==> config.mk <==
export PLATFORM = sky130hd
export DESIGN_NAME = mul32_seq
export DESIGN_NICKNAME = d
export VERILOG_FILES = /design/src/rtl/mul_pkg.sv /design/src/rtl/csadd32.sv /design/src/rtl/mul32_seq.sv
export SDC_FILE = /design/constraint.sdc
export NUM_CORES = 1
export LEC_CHECK = 0
export ABC_AREA = 1
export CAP_MARGIN = 20
export CORE_AREA = 2 2 136 138
export DETAILED_ROUTE_END_ITERATION = 7
export DIE_AREA = 0 0 138 140
export PLACE_DENSITY = 0.69
export SLEW_MARGIN = 15
export SYNTH_ARGS = -nofsm -noshare
export SYNTH_HDL_FRONTEND = slang
export SYNTH_SLANG_ARGS = --single-unit
==> constraint.sdc <==
create_clock -name clk -period 4.9 [get_ports clk]
set_input_delay 0.98 -clock clk [delete_from_list [all_inputs] [get_ports clk]]
set_output_delay 0.98 -clock clk [all_outputs]
set_load 0.03 [all_outputs]
==> src/rtl/mul_pkg.sv <==
// Shared definitions for the sequential shift-add multiplier: state encoding and widths.
package mul_pkg;

    localparam int MUL_W     = 32;
    localparam int MUL_CNT_W = 6;

    typedef enum logic [1:0] {
        IDLE = 2'd0,
        BUSY = 2'd1,
        DONE = 2'd2
    } mul_state_t;

endpackage

==> src/rtl/csadd32.sv <==
// 32-bit carry-select adder: a ripple first block followed by seven 4-bit blocks that
// precompute both carry-in cases and select on the incoming block carry.
module csadd32 (
    input  logic [31:0] a,
    input  logic [31:0] b,
    input  logic        cin,
    output logic [31:0] sum,
    output logic        cout
);

    localparam int BLK = 4;
    localparam int NB  = 32 / BLK;

    logic [NB:0] blk_c;

    assign blk_c[0] = cin;

    for (genvar g = 0; g < NB; g++) begin : g_blk
        logic [BLK-1:0] a_s, b_s;
        assign a_s = a[g*BLK +: BLK];
        assign b_s = b[g*BLK +: BLK];

        if (g == 0) begin : g_ripple
            logic [BLK:0] s;
            assign s                = {1'b0, a_s} + {1'b0, b_s} + {{BLK{1'b0}}, blk_c[0]};
            assign sum[BLK-1:0]     = s[BLK-1:0];
            assign blk_c[1]         = s[BLK];
        end else begin : g_select
            logic [BLK:0] s0, s1;
            assign s0 = {1'b0, a_s} + {1'b0, b_s};
            assign s1 = {1'b0, a_s} + {1'b0, b_s} + {{BLK{1'b0}}, 1'b1};
            // Both candidate sums settle in parallel; only the select mux sits on the carry chain.
            assign sum[g*BLK +: BLK] = blk_c[g] ? s1[BLK-1:0] : s0[BLK-1:0];
            assign blk_c[g+1]        = blk_c[g] ? s1[BLK]     : s0[BLK];
        end
    end

    assign cout = blk_c[NB];

endmodule

==> src/rtl/mul32_seq.sv <==
// Unsigned 32x32 -> 64 shift-add multiplier: one csadd32 addition per cycle for 32 cycles,
// operands and product exchanged through valid/ready handshakes.
module mul32_seq
    import mul_pkg::*;
(
    input  logic                 clk,
    input  logic                 rst_n,
    input  logic                 in_valid,
    output logic                 in_ready,
    input  logic [MUL_W-1:0]     in_a,
    input  logic [MUL_W-1:0]     in_b,
    output logic                 out_valid,
    input  logic                 out_ready,
    output logic [2*MUL_W-1:0]   product,
    output logic                 busy
);

    mul_state_t           state_q, state_d;
    logic [MUL_W-1:0]     mcand_q, mcand_d;
    logic [MUL_W-1:0]     acc_hi_q, acc_hi_d;
    logic [MUL_W-1:0]     acc_lo_q, acc_lo_d;
    logic [MUL_CNT_W-1:0] cnt_q, cnt_d;

    logic [MUL_W-1:0]     add_b;
    logic [MUL_W-1:0]     add_sum;
    logic                 add_c;

    // Gating the multiplicand forces the carry to 0 whenever the multiplier bit is clear.
    assign add_b = acc_lo_q[0] ? mcand_q : '0;

    csadd32 u_add (
        .a    (acc_hi_q),
        .b    (add_b),
        .cin  (1'b0),
        .sum  (add_sum),
        .cout (add_c)
    );

    always_comb begin
        // NOTE: every next-state value gets a default first so no path leaves it unassigned (no latches).
        state_d  = state_q;
        mcand_d  = mcand_q;
        acc_hi_d = acc_hi_q;
        acc_lo_d = acc_lo_q;
        cnt_d    = cnt_q;

        unique case (state_q)
            IDLE: begin
                if (in_valid) begin
                    mcand_d  = in_a;
                    acc_hi_d = '0;
                    acc_lo_d = in_b;
                    cnt_d    = '0;
                    state_d  = BUSY;
                end
            end
            BUSY: begin
                {acc_hi_d, acc_lo_d} = {add_c, add_sum, acc_lo_q[MUL_W-1:1]};
                cnt_d                = cnt_q + MUL_CNT_W'(1);
                if (cnt_q == MUL_CNT_W'(MUL_W - 1)) begin
                    state_d = DONE;
                end
            end
            DONE: begin
                if (out_ready) begin
                    state_d = IDLE;
                end
            end
            default: state_d = IDLE;
        endcase
    end

    // NOTE: state registers use non-blocking assignments so all of them update together at the edge.
    always_ff @(posedge clk or negedge rst_n) begin
        if (!rst_n) begin
            state_q  <= IDLE;
            mcand_q  <= '0;
            acc_hi_q <= '0;
            acc_lo_q <= '0;
            cnt_q    <= '0;
        end else begin
            state_q  <= state_d;
            mcand_q  <= mcand_d;
            acc_hi_q <= acc_hi_d;
            acc_lo_q <= acc_lo_d;
            cnt_q    <= cnt_d;
        end
    end

    assign in_ready  = (state_q == IDLE);
    assign busy      = (state_q == BUSY);
    assign out_valid = (state_q == DONE);
    assign product   = {acc_hi_q, acc_lo_q};

endmodule
=== Word level (Yosys, flattened, before mapping) ===
Index checks and enable logic that the tools add are counted.

* Flip-flop bits (word level): 104
* Input bits: 68
* Output and inout port bits: 67
* Word-level logic and storage cells: 57

* Add/subtract/negate cells: 16
* Equality and inequality tests: 6
* Mux-type cells: 25
* Reductions and logical operators: 5

{| class="wikitable"
|+ Operators with widths
! kind !! count
|-
| one-hot mux 32 bit (2 select lines) || 2
|-
| 2-to-1 mux 32 bit || 3
|-
| adder 4 x 4 -> 5 bit || 8
|-
| adder 5 x 1 -> 5 bit, second input constant || 7
|-
| 2-to-1 mux 4 bit || 7
|-
| one-hot mux 6 bit (2 select lines) || 1
|-
| 2-to-1 mux 1 bit || 7
|-
| adder 6 x 1 -> 6 bit, second input constant || 1
|-
| == test 6 x 5 -> 1 bit, second input constant || 1
|-
| 2-to-1 mux 2 bit || 3
|-
| 2-to-1 mux 6 bit || 1
|-
| one-hot mux 2 bit (3 select lines) || 1
|-
| != test 2 x 1 -> 1 bit, second input constant || 2
|-
| AND reduction 2 bit || 2
|-
| AND reduction 3 bit || 1
|-
| == test 2 x 1 -> 1 bit, second input constant || 1
|-
| == test 2 bit, second input constant || 1
|-
| logical NOT 2 bit || 1
|-
| != test 2 bit, second input constant || 1
|-
| nonzero test 2 bit || 1
|}

=== Logic depth before layout (Yosys ltp) ===
Gate-level depths: netlist (run 1).

* Depth in word-level cells: 11
* Depth in mapped cells: 25
* Depth with buffers taken out: 23

=== By module ===
Synthesis (run 1) repeated with hierarchy kept, for this count alone.

* Cell total of the unflattened synthesis: 877
* Area total of the unflattened synthesis: 6,645.1 sq um

{| class="wikitable"
|+ By module, submodules not included
! module !! times used !! cells an instance !! area an instance (sq um) !! seq. area each (sq um)
|-
| mul32_seq || 1 || 619 || 4,692.0 || 2,602.5
|-
| csadd32 || 1 || 258 || 1,953.1 || 0.0
|}

=== Worst setup path after synthesis (run 1) ===
No wires, ideal clock.

* Kind: register -> register
* Start point: register acc_lo_q[0]
* End point: register acc_hi_q[29]
* Library setup time: 0.118 ns
* Data arrival time: 3.150 ns
* Required time: 4.782 ns
* Slack: 1.633 ns
* Cell stages (with the launch flop): 23
* Buffers on the path: 2
* Period minus slack after synthesis: 3.267 ns
* Cells stage by stage: dfrtp_1 > clkbuf_1 > clkbuf_1 > nand2_1 > inv_1 > ha_1 > fa_1 > ha_1 > nand3_2 > nor2_2 > nand3_1 > nand2_1 > nand2_2 > nand2_2 > nand2_2 > nand2_2 > nand3_2 > nand2_4 > nand2_1 > nand3_2 > nand3_1 > nand3_1 > nand2_1

* Longest elaborated chain between the ends: 11
* Elaborated cells between the ends (all ways): 24
* Classes of those cells: add/sub: 15; mux: 9

{| class="wikitable"
|+ Ends and longest elaborated chain
! item !! line !! RTL
|-
| start, declared || mul32_seq.sv:21 || <nowiki>logic [MUL_W-1:0] acc_lo_q, acc_lo_d;</nowiki>
|-
| start signal, assigned || mul32_seq.sv:85 || <nowiki>acc_lo_q <= acc_lo_d;</nowiki>
|-
| 2-to-1 mux 32 bit (*) || mul32_seq.sv:29 || <nowiki>assign add_b = acc_lo_q[0] ? mcand_q : '0;</nowiki>
|-
| adder 4 x 4 -> 5 bit || csadd32.sv:30, csadd32.sv:31 ||
|-
| adder 5 x 1 -> 5 bit || csadd32.sv:31 || <nowiki>assign s1 = {1'b0, a_s} + {1'b0, b_s} + {{BLK{1'b0}}, 1'b1};</nowiki>
|-
| 2-to-1 mux 1 bit (6 in series) || csadd32.sv:34 || <nowiki>assign blk_c[g+1] = blk_c[g] ? s1[BLK] : s0[BLK];</nowiki>
|-
| 2-to-1 mux 4 bit (*) || csadd32.sv:33 || <nowiki>assign sum[g*BLK +: BLK] = blk_c[g] ? s1[BLK-1:0] : s0[BLK-1:0];</nowiki>
|-
| one-hot mux 32 bit (2 select lines) (*) || mul32_seq.sv:47 || <nowiki>unique case (state_q)</nowiki>
|-
| end signal, assigned || mul32_seq.sv:84 || <nowiki>acc_hi_q <= acc_hi_d;</nowiki>
|-
| end, declared || mul32_seq.sv:20 || <nowiki>logic [MUL_W-1:0] acc_hi_q, acc_hi_d;</nowiki>
|}

Mark *: on every way between the ends. The rest lies on a longest branch, timed or not.
A chain may end at the register's enable or synchronous reset.

=== Worst setup path in the final report (run 1) ===
* Start point: register acc_lo_q[0]
* End point: register acc_hi_q[30]

The elaborated chain is that of the path after synthesis.

==> results of run 1 <==
[critical path: stages (launching register included)]
cell and delay [ns]:
dfrtp_1 0.76, buf_4 0.34, nand2_1 0.09, inv_1 0.06, ha_1 0.18, fa_1 0.46
ha_1 0.22, inv_1 0.07, nor2_1 0.06, nand3_1 0.08, nand2_1 0.05, nand2_1 0.06
nand2_2 0.08, nand2_2 0.10, nand2_2 0.09, nand2_4 0.10, nand2_4 0.07, nand2_4 0.10
nand2_1 0.10, nand3_2 0.12, nand3_1 0.10, nand3_1 0.10, nand2_1 0.05
[cell usage after synthesis]
cell type  instances
a21o_1             4
nor3_1             3
nand2_2            6
nor4_1             1
o21ai_1            1
clkinv_1           1
ha_1              40
a31oi_1            3
a21oi_1           46
nand3_1           40
inv_2              1
buf_1              3
a22o_1             1
nor2_1            29
nand2_4            3
inv_1            122
xnor2_1            6
nand3b_1           1
a32o_1             3
a31o_2             1
nand2_1          239
clkbuf_1          23
o31ai_1            4
o21ai_0           34
nand3_2            8
buf_2              2
a211oi_1           1
nand4_1            4
or2_2              1
fa_1               8
dfrtp_1          104
o22ai_1           34
xor2_1            12
nor2_2             1
[through the flow]
step,cell area (um^2),instances,power (mW)
detailed placement,7757,1132,5.495
global placement,7757,1132,5.444
global route,8064,1147,6.790
finish,8064,1147,6.209
floorplan,6170,790,4.272
CTS,8063,1147,6.275
[cell usage in the layout (no fill, tap or decap), types with 2 or more instances in the layout]
cell type,count
clkdlybuf4s50_1,133
nand4_1,4
dfrtp_1,104
nor2_2,2
nand2_2,6
clkbuf_16,9
o21ai_0,34
nand3_2,8
ha_1,40
nor2_4,2
inv_1,121
nor2_1,26
xnor2_1,6
o31ai_1,4
o22ai_1,34
nand2_1,239
nor3_1,3
fa_1,8
a21o_1,4
a31oi_1,3
clkinv_4,2
xor2_1,12
nand2_4,3
nand3_1,40
buf_4,8
a21oi_1,46
a32o_1,3
[cell families (layout without fill, tap and decap cells)]
family                     Yosys count  in the layout  share of synthesized area, %
adders and majority gates           48             48                         10.71
DFF                                104            104                         42.18
and+or+nand+nor                    336            336                         23.08
xor gates and xnor gates            18             18                         2.555
AOI/OAI and AO/OA                  132            132                         12.19
buffers and inverters              152            280                         9.288
[per-layer routing]
layer,GRT usage (%),routed length (um),vias up
met3,4.171,763,16
met4,4.404,250,0
met1,21.40,7366,2460
met5,0,0,-
li1,-,-,2770
met2,25.20,6806,116
[registers in the layout (all words and copies together), names as in the netlist]
signal / count
state_q: 2
mcand_q: 32
acc_hi_q: 32
acc_lo_q: 32
cnt_q: 6
[area by class of cell]
class | instances | area [um^2] | area share, %
clock buffers | 10 | 239.0 | 2.964
clock inverters | 5 | 66.31 | 0.8223
inverters | 124 | 466.7 | 5.787
multi-input cells | 534 | 3012 | 37.35
flip-flops and latches | 104 | 2603 | 32.27
well taps | 229 | 286.5 | 3.553
repair buffers | 141 | 1391 | 17.25
[power by group]
part,switching [mW],internal [mW],total [mW]
sequential,0.332,1.27,1.60
clock,0.330,0.413,0.743
combinational,2.41,1.45,3.86
[worst max-delay path by stage]
stage | from | endpoint | slack (ns) | cells after the start
after CTS | acc_lo_q[0] | acc_hi_q[30] | 1.35 | 22
after global routing | acc_lo_q[0] | acc_hi_q[25] | 1.0 | 22
after floorplan | acc_lo_q[0] | acc_hi_q[29] | 1.63 | 22
after detailed placement | acc_lo_q[0] | acc_hi_q[30] | 1.38 | 22
final | acc_lo_q[0] | acc_hi_q[30] | 1.36 | 22
after global placement | acc_lo_q[0] | acc_hi_q[25] | 1.53 | 22
==> impl_results.md, run 1 <==
- Run status: finished, final reports clean
- Global-route total usage across every layer: between 10% and 20%
- Average wire length per cell after detail routing: approximately 13 um
- Final setup TNS: 0 ns
- Startpoint of the worst hold path: mcand_q[1]
- Synthesized flop and latch total: 104
- Internal reg-to-reg setup slack: 1.36 ns
- Worst voltage drop across the vdd grid: roughly 0.3 mV
- Worst Hold Path EP: mcand_q[1]
- Power density over the cells: 769.9 nW/um^2
- Final Cycle Share: between 70% and 80%
- YS warnings: 0
- Drt first pass iters: 4
- Global-route wire length before repair: approximately 25000 um
- Ant. Diodes: 0
- Peak clock frequency supported by timing: ~280 MHz
- Number of buffers inserted by hold repair at cts: 0
- Global placement routability congestion: 0.8600
- Transition at the pin with the smallest max-transition slack: 0.9513 ns
- Layout Area Growth over Synthesis: 30.70%
- Number of buffers on the longest clock path: 2
- Post-synthesis average cell area: about 7.8 um^2
- Length in cells of the worst reg-to-reg path: 22
- Die boundary width: roughly 140 um
- Final Hold Viols: 0
- Number of H-tree levels: 3
- Headroom to the max-slew limit: between 30 and 40%
- Worst endpoint data arrival time: ~3.8 ns
- Overall die area: 19320 um^2
- Remaining routing DRC violations: 0
- Antenna violations before repair: 0
- Cell row count: 49
- Sequential-to-total area share from yosys stat: 42.18%
- Final critical delay including setup and external delays: 3.540 ns
- Standby leakage power: between 4 and 5 nW
- Ports: between 100 and 150
- # fillers: around 1700
- Area of the core region: 17780 um^2
- Post-synthesis instance area: slightly above 6000 um^2
- Number of maximum-capacitance violations: 0
- Count of routing violations after the opening detailed-route iteration: around 280
- Sink Count: between 100 and 150
- Share of post-route cells with drive strength above 1: under 10%
- Starting Density: 34.70%
- Nets: approximately 1000
- Highest net fanout along the worst path: 19
- Worst hold slack after final layout: approximately 0.48 ns
- Critical R2R Capture: acc_hi_q[30]
- Routed Antenna Nets: 0
- Type of element capturing the critical path: flop
- TritonCTS clock tree: built
- Final Skew: 0.009692 ns
- Number of buffers inserted by port buffering: ~130
- Overall overflow remaining after global route: 0
- Number of distinct library cells after synthesis: 34
- Syn Inst Count: 790
- Unrepaired setup endpoints after global routing: no
- Number of clock buffers inserted by TritonCTS: 9
- HPWL after detailed placement: between 10000 and 15000 um
- Post-synth net total: 906
- Worst flop-to-flop path startpoint: acc_lo_q[0]
- Cell taking the most area after synthesis: dfrtp_1
- DR vias/cell: 4.675
- Setup Crit Path Kind: reg -> reg
- Vert. Die Dim: around 140 um
- Number of buffers inserted by post-CTS setup repair: 0
- Worst hold path cell count: 2
- Startpoint Class: flop
- Final WS setup: 1.360 ns
- Post-cts resize count: 0
- DP Worst Slack: between 1 and 1.5 ns
- Final setup violation count: 0
- Clock network latency to the later pin of the worst-skew pair: 0.35 ns
- Max-slew violation total from the final report: 0
- Type of the worst min-delay path: reg -> reg
- Pin count of the biggest net entering global routing: 72
- Routed vias: between 5000 and 6000
- Final routed wirelength across all metal layers: 15190 um
- Number of global-route vias before repair: 5117
- Worst endpoint required time: between 5 and 6 ns
- Root buffer selected by CTS: clkbuf_16
- Share of the synthesized area in the top cell type: roughly 42%
- Clock-pin slew reported for the worst setup and hold paths after clock tree synthesis: ~0.070 ns
- Area contributors post-synth: dfrtp_1, nand2_1, ha_1
- Core utilization of the finished layout: 45.36%
Note: power is estimated with default switching activity, not from simulation.
==> run 2, diff against run 1 <==
Settings changed: PLACE_DENSITY 0.69 to 0.71.
Clock period 4.9 ns to 3 ns, I/O delays scaled along.
==> run 2 against run 1 <==
Compared with the run above: the run now ends with negative setup slack left; sequential power is 64% higher; clock power is 64% higher; sequential share of layout area is 1.9 points lower; final cell count is 2.6% higher; register-to-register slack worse by 1.4 ns; non-clock buffer count is 29 higher; clock-buffer cell count stayed put; sequential cell count stayed put; clock skew is 0.0034 ns higher; critical path type unchanged; largest power group unchanged.
==> impl_results.md, run 2 (same netlist as run 1, synthesis figures left out) <==
- Run status: finished with violations
- Violated checks: negative setup slack
- Final Skew: 0.01312 ns (+0.003428 ns)
- Sw power: 5.491 mW (+79%)
- HPWL after detailed placement: 11560 um (+4.4%)
- Overall die area: 19320 um^2 (unchanged)
- Average wire length per cell after detail routing: 13.42 um (+1.4%)
- Length in cells of the worst reg-to-reg path: 19 (-14%)
- Pin count of the biggest net entering global routing: 52 (-28%)
- Final WS setup: -0.05652 ns (-1.416 ns)
- Number of maximum-capacitance violations: 0 (unchanged)
- Final setup violation count: 6 (+6)
- Number of buffers inserted by hold repair at cts: 0 (unchanged)
- Cell row count: 49 (unchanged)
- Area of the core region: 17780 um^2 (unchanged)
- Worst hold slack after final layout: 0.2294 ns (-0.2473 ns)
- Antenna violations before repair: 0 (unchanged)
- Leading cell types in the layout, fill and taps excluded: nand2_1, clkdlybuf4s50_1, inv_1
- Highest net fanout along the worst path: 8 (-11)
- Routed Antenna Nets: 0 (unchanged)
- # fillers: 1690 (-3.0%)
- DR vias/cell: 4.727 (+1.1%)
- Critical R2R Capture: acc_hi_q[31]
- Multi-input gate area in the final layout: 3249 um^2 (+7.9%)
- Number of clock buffers inserted by TritonCTS: 9 (unchanged)
- Final routed wirelength across all metal layers: 15800 um (+4.0%)
- Peak clock frequency supported by timing: 327.2 MHz (+16%)
- Commonest non-fill, non-tap cell in the layout: nand2_1
- Max-slew violation total from the final report: 0 (unchanged)
- Nets: 1059 (+2.8%)
- Reg power frac: 23.4% (-2.4 points)
- Sw Ratio: 49.22% (-0.30 points)
- Layout Area Growth over Synthesis: 39.02%
- Met3 wire length: 1282 um (+68%)
- Share of post-route cells with drive strength above 1: 11.92% (+6.7 points)
- Internal Pwr Total: 5.666 mW (+81%)
- Global placement routability congestion: 0.9017 (+4.8%)
- Drt first pass iters: 4 (unchanged)
- Ant. Diodes: 0 (unchanged)
- DR top layer: met4
- Power density over the cells: 1301 nW/um^2 (+69%)
- Type of the worst min-delay path: in -> async
- Headroom to the max-slew limit: 62.13% (+26 points)
- Final Cycle Share: 101.9% (+30 points)
- Root buffer selected by CTS: clkbuf_16
- Type of element capturing the critical path: flop
- Delay of the slowest cell on the worst path: 0.55 ns (-0.21 ns)
- Vert. Die Dim: 140 um (unchanged)
- Number of global-route vias before repair: 5535 (+8.2%)
- Ports: 135 (unchanged)
- Clock-pin slew reported for the worst setup and hold paths after clock tree synthesis: 0.08 ns (about the same)
- Final Hold Viols: 0 (unchanged)
- Critical Path Most Common Cell: nand2_8
- Die boundary width: 138 um (unchanged)
- Sum of buffers and inverters on the critical path: 3 (unchanged)
- Startpoint Class: flop
- Length of routed met2 wiring: 7189 um (+5.6%)
- Unrepaired setup endpoints after global routing: yes
- Remaining routing DRC violations: 0 (unchanged)
- Worst endpoint data arrival time: 3.30 ns (-0.48 ns)
- Worst voltage drop across the vdd grid: 0.6765 mV (+120%)
- Clock network latency to the later pin of the worst-skew pair: 0.35 ns (about the same)
- Global-route total usage across every layer: 16.69% (+0.86 points)
- Overall overflow remaining after global route: 0 (unchanged)
- Kind of cell with the highest combined delay on the critical path: simple AND/OR/NAND/NOR gates
- Cells along the critical path: buf_12 -> nand2_2 -> inv_2 -> ha_2 -> fa_1 -> ha_2 -> inv_2 -> nor2_2 -> nand3_2 -> xor2_2 -> nand3_4 -> nand2_8 -> nand2_8 -> nand2_8 -> nand2_4 -> nand3_4 -> nand3_2 -> nand3_1 -> nand2_1
- Routed vias: 5564 (+3.8%)
- Core utilization of the finished layout: 48.24% (+2.9 points)
- Number of buffers on the longest clock path: 2 (unchanged)
- Sequential cell area: 2604 um^2 (about the same)
- Starting Density: 34.70% (unchanged)
- Worst endpoint required time: 3.25 ns (-1.89 ns)
- Count of routing violations after the opening detailed-route iteration: 306 (+9.7%)
- Registers with the highest flip-flop counts: acc_hi_q: 32 flops, acc_lo_q: 32 flops, mcand_q: 32 flops
- Comb pwr share: 65.6% (+3.4 points)
- Global-route wire length before repair: 26640 um (+4.9%)
- Transition at the pin with the smallest max-transition slack: 0.5681 ns (-0.3832 ns)
- Internal reg-to-reg setup slack: -0.06 ns (-1.42 ns)
- Sink Count: 104 (unchanged)
- TritonCTS clock tree: built
- Number of H-tree levels: 3 (unchanged)
- Setup Crit Path Kind: reg -> reg
- Final critical delay including setup and external delays: 3.057 ns (-0.4837 ns)
- Number of buffers inserted by port buffering: 134 (unchanged)
- Routed length on met1: 7143 um (-3.0%)
- Standby leakage power: 4.409 nW (+4.7%)
- Slowest stage cell, crit path: fa_1
- Worst flop-to-flop path startpoint: acc_lo_q[0]
- Final setup TNS: -0.1828 ns (-0.1828 ns)
- Part of the power in the clock network: 10.9% (-1.1 points)
-- run 2: changes by cell type in the layout (fill, tap and decap cells not counted), sizes merged --
cell	before	now
buf	8	37
clkinv	4	2
inv	123	126
-- run 2: worst max path at each step --
stage / startpoint / endpoint / slack, ns / cells after the start
after floorplan: acc_lo_q[0] / acc_hi_q[29] / -0.16 / 22
after detailed placement: acc_lo_q[0] / acc_hi_q[29] / -0.12 / 20
after global placement: acc_lo_q[0] / acc_hi_q[29] / 0.02 / 20
final: acc_lo_q[0] / acc_hi_q[31] / -0.06 / 19
after CTS: acc_lo_q[0] / acc_hi_q[29] / 0.002 / 19
after global routing: acc_lo_q[0] / acc_hi_q[31] / -0.24 / 20
-- run 2: layout make-up --
cell class | instances | area share [%]
clock buffers | 10 | 2.670
clock inverters | 6 | 0.8753
inverters | 124 | 5.485
multi-input cells | 534 | 37.88
flip-flops and latches | 104 | 30.36
well taps | 229 | 3.341
repair buffers | 170 | 19.39
-- run 2: stage by stage --
stage	total power [mW]	cells	setup WS (ns)	instance area [um^2]
after floorplan	7.066	790	-0.1590	6218
after detailed placement	9.352	1149	-0.1152	7964
after global routing	12.15	1177	-0.2362	8577
final	11.16	1177	-0.05652	8577
after CTS	10.94	1174	0.001893	8467
after global placement	9.233	1149	0.01981	7964
-- run 2: layer usage --
metal | track usage, % | vias up
met5 | 0 | -
li1 | - | 2838
met2 | 26.42 | 142
met4 | 4.350 | 0
met1 | 21.94 | 2569
met3 | 5.778 | 15
-- run 2: power by group through the flow --
stage          clock network (mW)  registers (mW)  logic, mW
2_1_floorplan                   0            3.24       3.83
5_1_grt                      1.31            2.71       8.13
3_3_place_gp                    0            2.64       6.59
6_report                     1.22            2.62       7.32
3_5_place_dp                    0            2.64       6.71
4_1_cts                      1.26            2.62       7.05
-- run 2: what timing repair did --
action,CTS,global route
gates resized for setup,31,26
pin swaps,18,13
cloned,0,0
endpoints found under the setup margin,9,18
buffers inserted,9,3
==> RTL edit 1 (flow settings as in run 1) <==
The 3 states of `mul_state_t` get a one-hot encoding in 3 bits.
--- a/src/rtl/mul_pkg.sv
+++ b/src/rtl/mul_pkg.sv
@@ -4,10 +4,10 @@
     localparam int MUL_W     = 32;
     localparam int MUL_CNT_W = 6;
 
-    typedef enum logic [1:0] {
-        IDLE = 2'd0,
-        BUSY = 2'd1,
-        DONE = 2'd2
+    typedef enum logic [2:0] {
+        IDLE = 3'b001,
+        BUSY = 3'b010,
+        DONE = 3'b100
     } mul_state_t;
 
 endpackage
Check against the original RTL: same outputs for any inputs over 4 cycles, from zero or initial values and one cycle with rst_n low; so few cycles prove little.
==> RTL edit 1 against run 1 <==
Combinational power down 11%. Largest power group unchanged. First-iteration DRC count down 7.9%. Design area increased by 0.20%. Worst setup slack improved by 0.30 ns. Largest cell class unchanged. Sequential cell count is 1 higher. Routed wire length grew 1.2%. Worst hold slack worse by 0.0045 ns. Cell count rose by 0.52%. Power is 8.4% lower. Synthesized area is 0.95% higher.
==> RTL edit 1: results <==
status:
  outcome: "finished, final reports clean"
place:
  dp_cells: 1137
  gp_congestion: 0.847
  dpl_cell_area_um2: 7800
  hpwl_um: 11200
  post-place-ws_ns: 1.67
worst_setup_path:
  arrival_ns: 3.53
  cpMaxStageDelayCell: "fa_1"
  cp_max_fo: 30
  max_stage_delay_ns: 0.53
clock_network:
  cts.clk_slew.worst_paths_ns: 0.07
  clock_sinks: 105
  clockBufferDepth: 2
  cts_made_buffers: 9
synth:
  synth_area_leaders: "dfrtp_1 42%, nand2_1 14%, ha_1 8.0%"
  synthMuxAreaShare_pct: 0.161
  yosysUniqueCellTypes: 37
  ys_seq_area_share_pct: 42.2
  synth_compound_area_share_pct: 9.10
  synth_fa_ha_area_share_pct: 10.6
  synth-xor-area-share_pct: 2.53
  netlist_top_cells_count: "234 x nand2_1, 104 x dfrtp_1, 90 x inv_1, 90 x nor2_1, 42 x nand3_1"
  synth.avg_cell_area_um2: 7.84
  synth_nets: 910
finish:
  multiInputGateArea_um2: 3130
  seq_share_pct: 32.5
  clkCellAreaFrac_pct: 3.41
  finalNetCount: 1035
  n_all_inverters: 95
  nClkBuffers: 12
  fillCellCount: 1771
  nonClockBufferCount: 142
  multi_input_gates: 566
  layout.nonclk_buf_share_pct: 17.3
  fin_util_pct: 45.4
  drive_gt1_share_pct: 6.17
global_route:
  grt_use_met3_pct: 4.89
  grt.met1_usage_pct: 20.1
  use_met2_pct: 27.7
  grt_use_total_pct: 16.2
  grt_pass1_vias: 5381
  antenna_found_initial: 0
  grt_max_degree: 48
  grt_pass1_wl_um: 25900
timing:
  skew_ns: 0.00892
  relSlewSlack_pct: 42.8
route:
  vias_per_cell: 4.71
  wl_met2_um: 7430
  wl_met1_um: 6840
  wl_um: 15400
  route.met3.wl_um: 936
  wl_per_cell_um: 13.3
  drt_iter0_drc: 257
power_and_ir_drop:
  ir_drop_mv: 0.370
  leakagePower_nw: 4.10
RTL edit 1: final timing paths:
kind	from	to	slack, ns	depth (start not counted)
max	acc_lo_q[0]$_DFFE_PN0P_	acc_hi_q[30]$_DFFE_PN0P_	1.66	22
min	mcand_q[19]$_DFFE_PN0P_	mcand_q[19]$_DFFE_PN0P_	0.47	2
max reg2reg	acc_lo_q[0]$_DFFE_PN0P_	acc_hi_q[30]$_DFFE_PN0P_	1.66	22
min reg2reg	mcand_q[19]$_DFFE_PN0P_	mcand_q[19]$_DFFE_PN0P_	0.47	2
max in group asynchronous	rst_n	acc_hi_q[21]$_DFFE_PN0P_	3.40	2
min in group asynchronous	rst_n	acc_lo_q[20]$_DFFE_PN0P_	0.58	1
RTL edit 1: report_power, final:
group	internal, mW	total, mW	switching (mW)
clock	0.361	0.693	0.332
sequential	1.26	1.56	0.302
combinational	1.26	3.43	2.17
total	2.88	5.69	2.81
==> RTL edit 2 (flow settings as in run 1) <==
Made on the original files. The package constant `MUL_CNT_W` goes from 6 to 12.
--- a/src/rtl/mul_pkg.sv
+++ b/src/rtl/mul_pkg.sv
@@ -2,7 +2,7 @@
 package mul_pkg;
 
     localparam int MUL_W     = 32;
-    localparam int MUL_CNT_W = 6;
+    localparam int MUL_CNT_W = 12;
 
     typedef enum logic [1:0] {
         IDLE = 2'd0,
Function: no difference found for any inputs over 4 cycles, from zero or initial values and one cycle with rst_n low; that may be too few to reach the edited logic, so the function may still have changed.
==> RTL edit 2 against run 1 <==
Routed wire length increased by 2.7%. Worst hold slack improved by 0.0042 ns. Sequential share of layout area increased by 0.42 points. Synthesized area increased by 5.8%. Cell count increased by 3.3%. Sequential cell count increased by 6. Worst setup slack improved by 0.18 ns. Design area increased by 4.4%. Critical endpoint is now acc_hi_q[28]$_DFFE_PN0P_.
Power is not shown: default switching activity piles up to over one toggle a cycle in this logic, so the estimate is an artifact.
==> RTL edit 2: results <==
finish:
  drive_gt1_share_pct: 6.38
  antennaDiodeCount: 0
  top_regs: "acc_hi_q: 32 flops, acc_lo_q: 32 flops, mcand_q: 32 flops"
  fillCellCount: 1755
  finalNetCount: 1067
timing:
  relSlewSlack_pct: 52.7
  finalSetupViolCount: 0
  skew_ns: 0.0106
synth:
  synth_nets: 942
  netlist_top_cells_count: "241 x nand2_1, 125 x inv_1, 110 x dfrtp_1"
  synth_warnings: 0
  synth_area_leaders: "dfrtp_1 42%, nand2_1 14%, ha_1 7.7%"
  ys_seq_area_share_pct: 42.2
  synthMuxAreaShare_pct: 0.153
  synthFlopType: "dfrtp_1"
  synth_fa_ha_area_share_pct: 10.1
  synth-xor-area-share_pct: 2.55
  synth_compound_area_share_pct: 12.1
  synthArstFlopShare_pct: 100
  yosysUniqueCellTypes: 38
worst_setup_path:
  cpMaxStageDelayCell: "dfrtp_1"
  arrival_ns: 3.61
  crit_family: "simple AND/OR/NAND/NOR gates"
  max_stage_delay_ns: 0.62
  cp_max_fo: 19
global_route:
  grt_use_total_pct: 16.6
  grt_pass1_vias: 5548
  grt_pass1_wl_um: 26700
  antenna_found_initial: 0
  grt_max_degree: 68
status:
  outcome: "finished, final reports clean"
clock_network:
  cts.clk_slew.worst_paths_ns: 0.08
  htreeDepth: 3
  post_cts_resized: 0
  worstSkewPairLatency_ns: 0.36
  cts_root_buf: "clkbuf_16"
  clockBufferDepth: 2
  cts_setup_buffers: 0
  cts_made_buffers: 9
route:
  via_count: 5674
  firstDrtPassIters: 4
  wl_per_cell_um: 13.2
  drt_iter0_drc: 261
place:
  io_buffers: 134
  gp_congestion: 0.827
  hpwl_um: 11200
hold_path:
  hp-class: "reg -> reg"
==> RTL edit 2: final timing paths <==
path / startpoint / end / slack (ns) / cells after the start
hold / removal: mcand_q[26]$_DFFE_PN0P_ / mcand_q[26]$_DFFE_PN0P_ / 0.48 / 2
min in group asynchronous: rst_n / mcand_q[9]$_DFFE_PN0P_ / 0.58 / 1
hold reg to reg: mcand_q[26]$_DFFE_PN0P_ / mcand_q[26]$_DFFE_PN0P_ / 0.48 / 2
setup reg to reg: acc_lo_q[0]$_DFFE_PN0P_ / acc_hi_q[28]$_DFFE_PN0P_ / 1.54 / 20
max in group asynchronous: rst_n / acc_hi_q[26]$_DFFE_PN0P_ / 3.37 / 2
setup / recovery: acc_lo_q[0]$_DFFE_PN0P_ / acc_hi_q[28]$_DFFE_PN0P_ / 1.54 / 20
==> RTL edit 2: area by class of cell <==
type                       instances  share of cell area [%]
sequential                       110                    32.7
timing repair buffer             143                    16.7
multi-input combinational        558                    37.9
clock buffer                       9                    2.67
clock inverter                     7                   0.877
tap                              229                    3.40
inverter                         129                    5.75
==> RTL edit 2: stage by stage <==
stage | worst slack, ns | hold slack, ns | util, % | cells | area [um2]
floorplan | 1.59 | 0.446 | - | 826 | 6530
global route | 1.22 | 0.500 | 47.4 | 1185 | 8420
CTS | 1.50 | 0.483 | 47.4 | 1185 | 8420
finish | 1.54 | 0.481 | 47.4 | 1185 | 8420
detailed placement | 1.52 | 0.466 | 45.7 | 1169 | 8120
global placement | 1.64 | 0.463 | 45.7 | 1169 | 8120
==> RTL edit 2: routing by layer <==
layer	up-vias	track usage (%)	part of all wire (%)
li1	2912	-	-
met5	-	0	0
met4	0	4.99	1.3
met2	130	27.1	45
met3	13	4.38	6.0
met1	2619	21.9	47
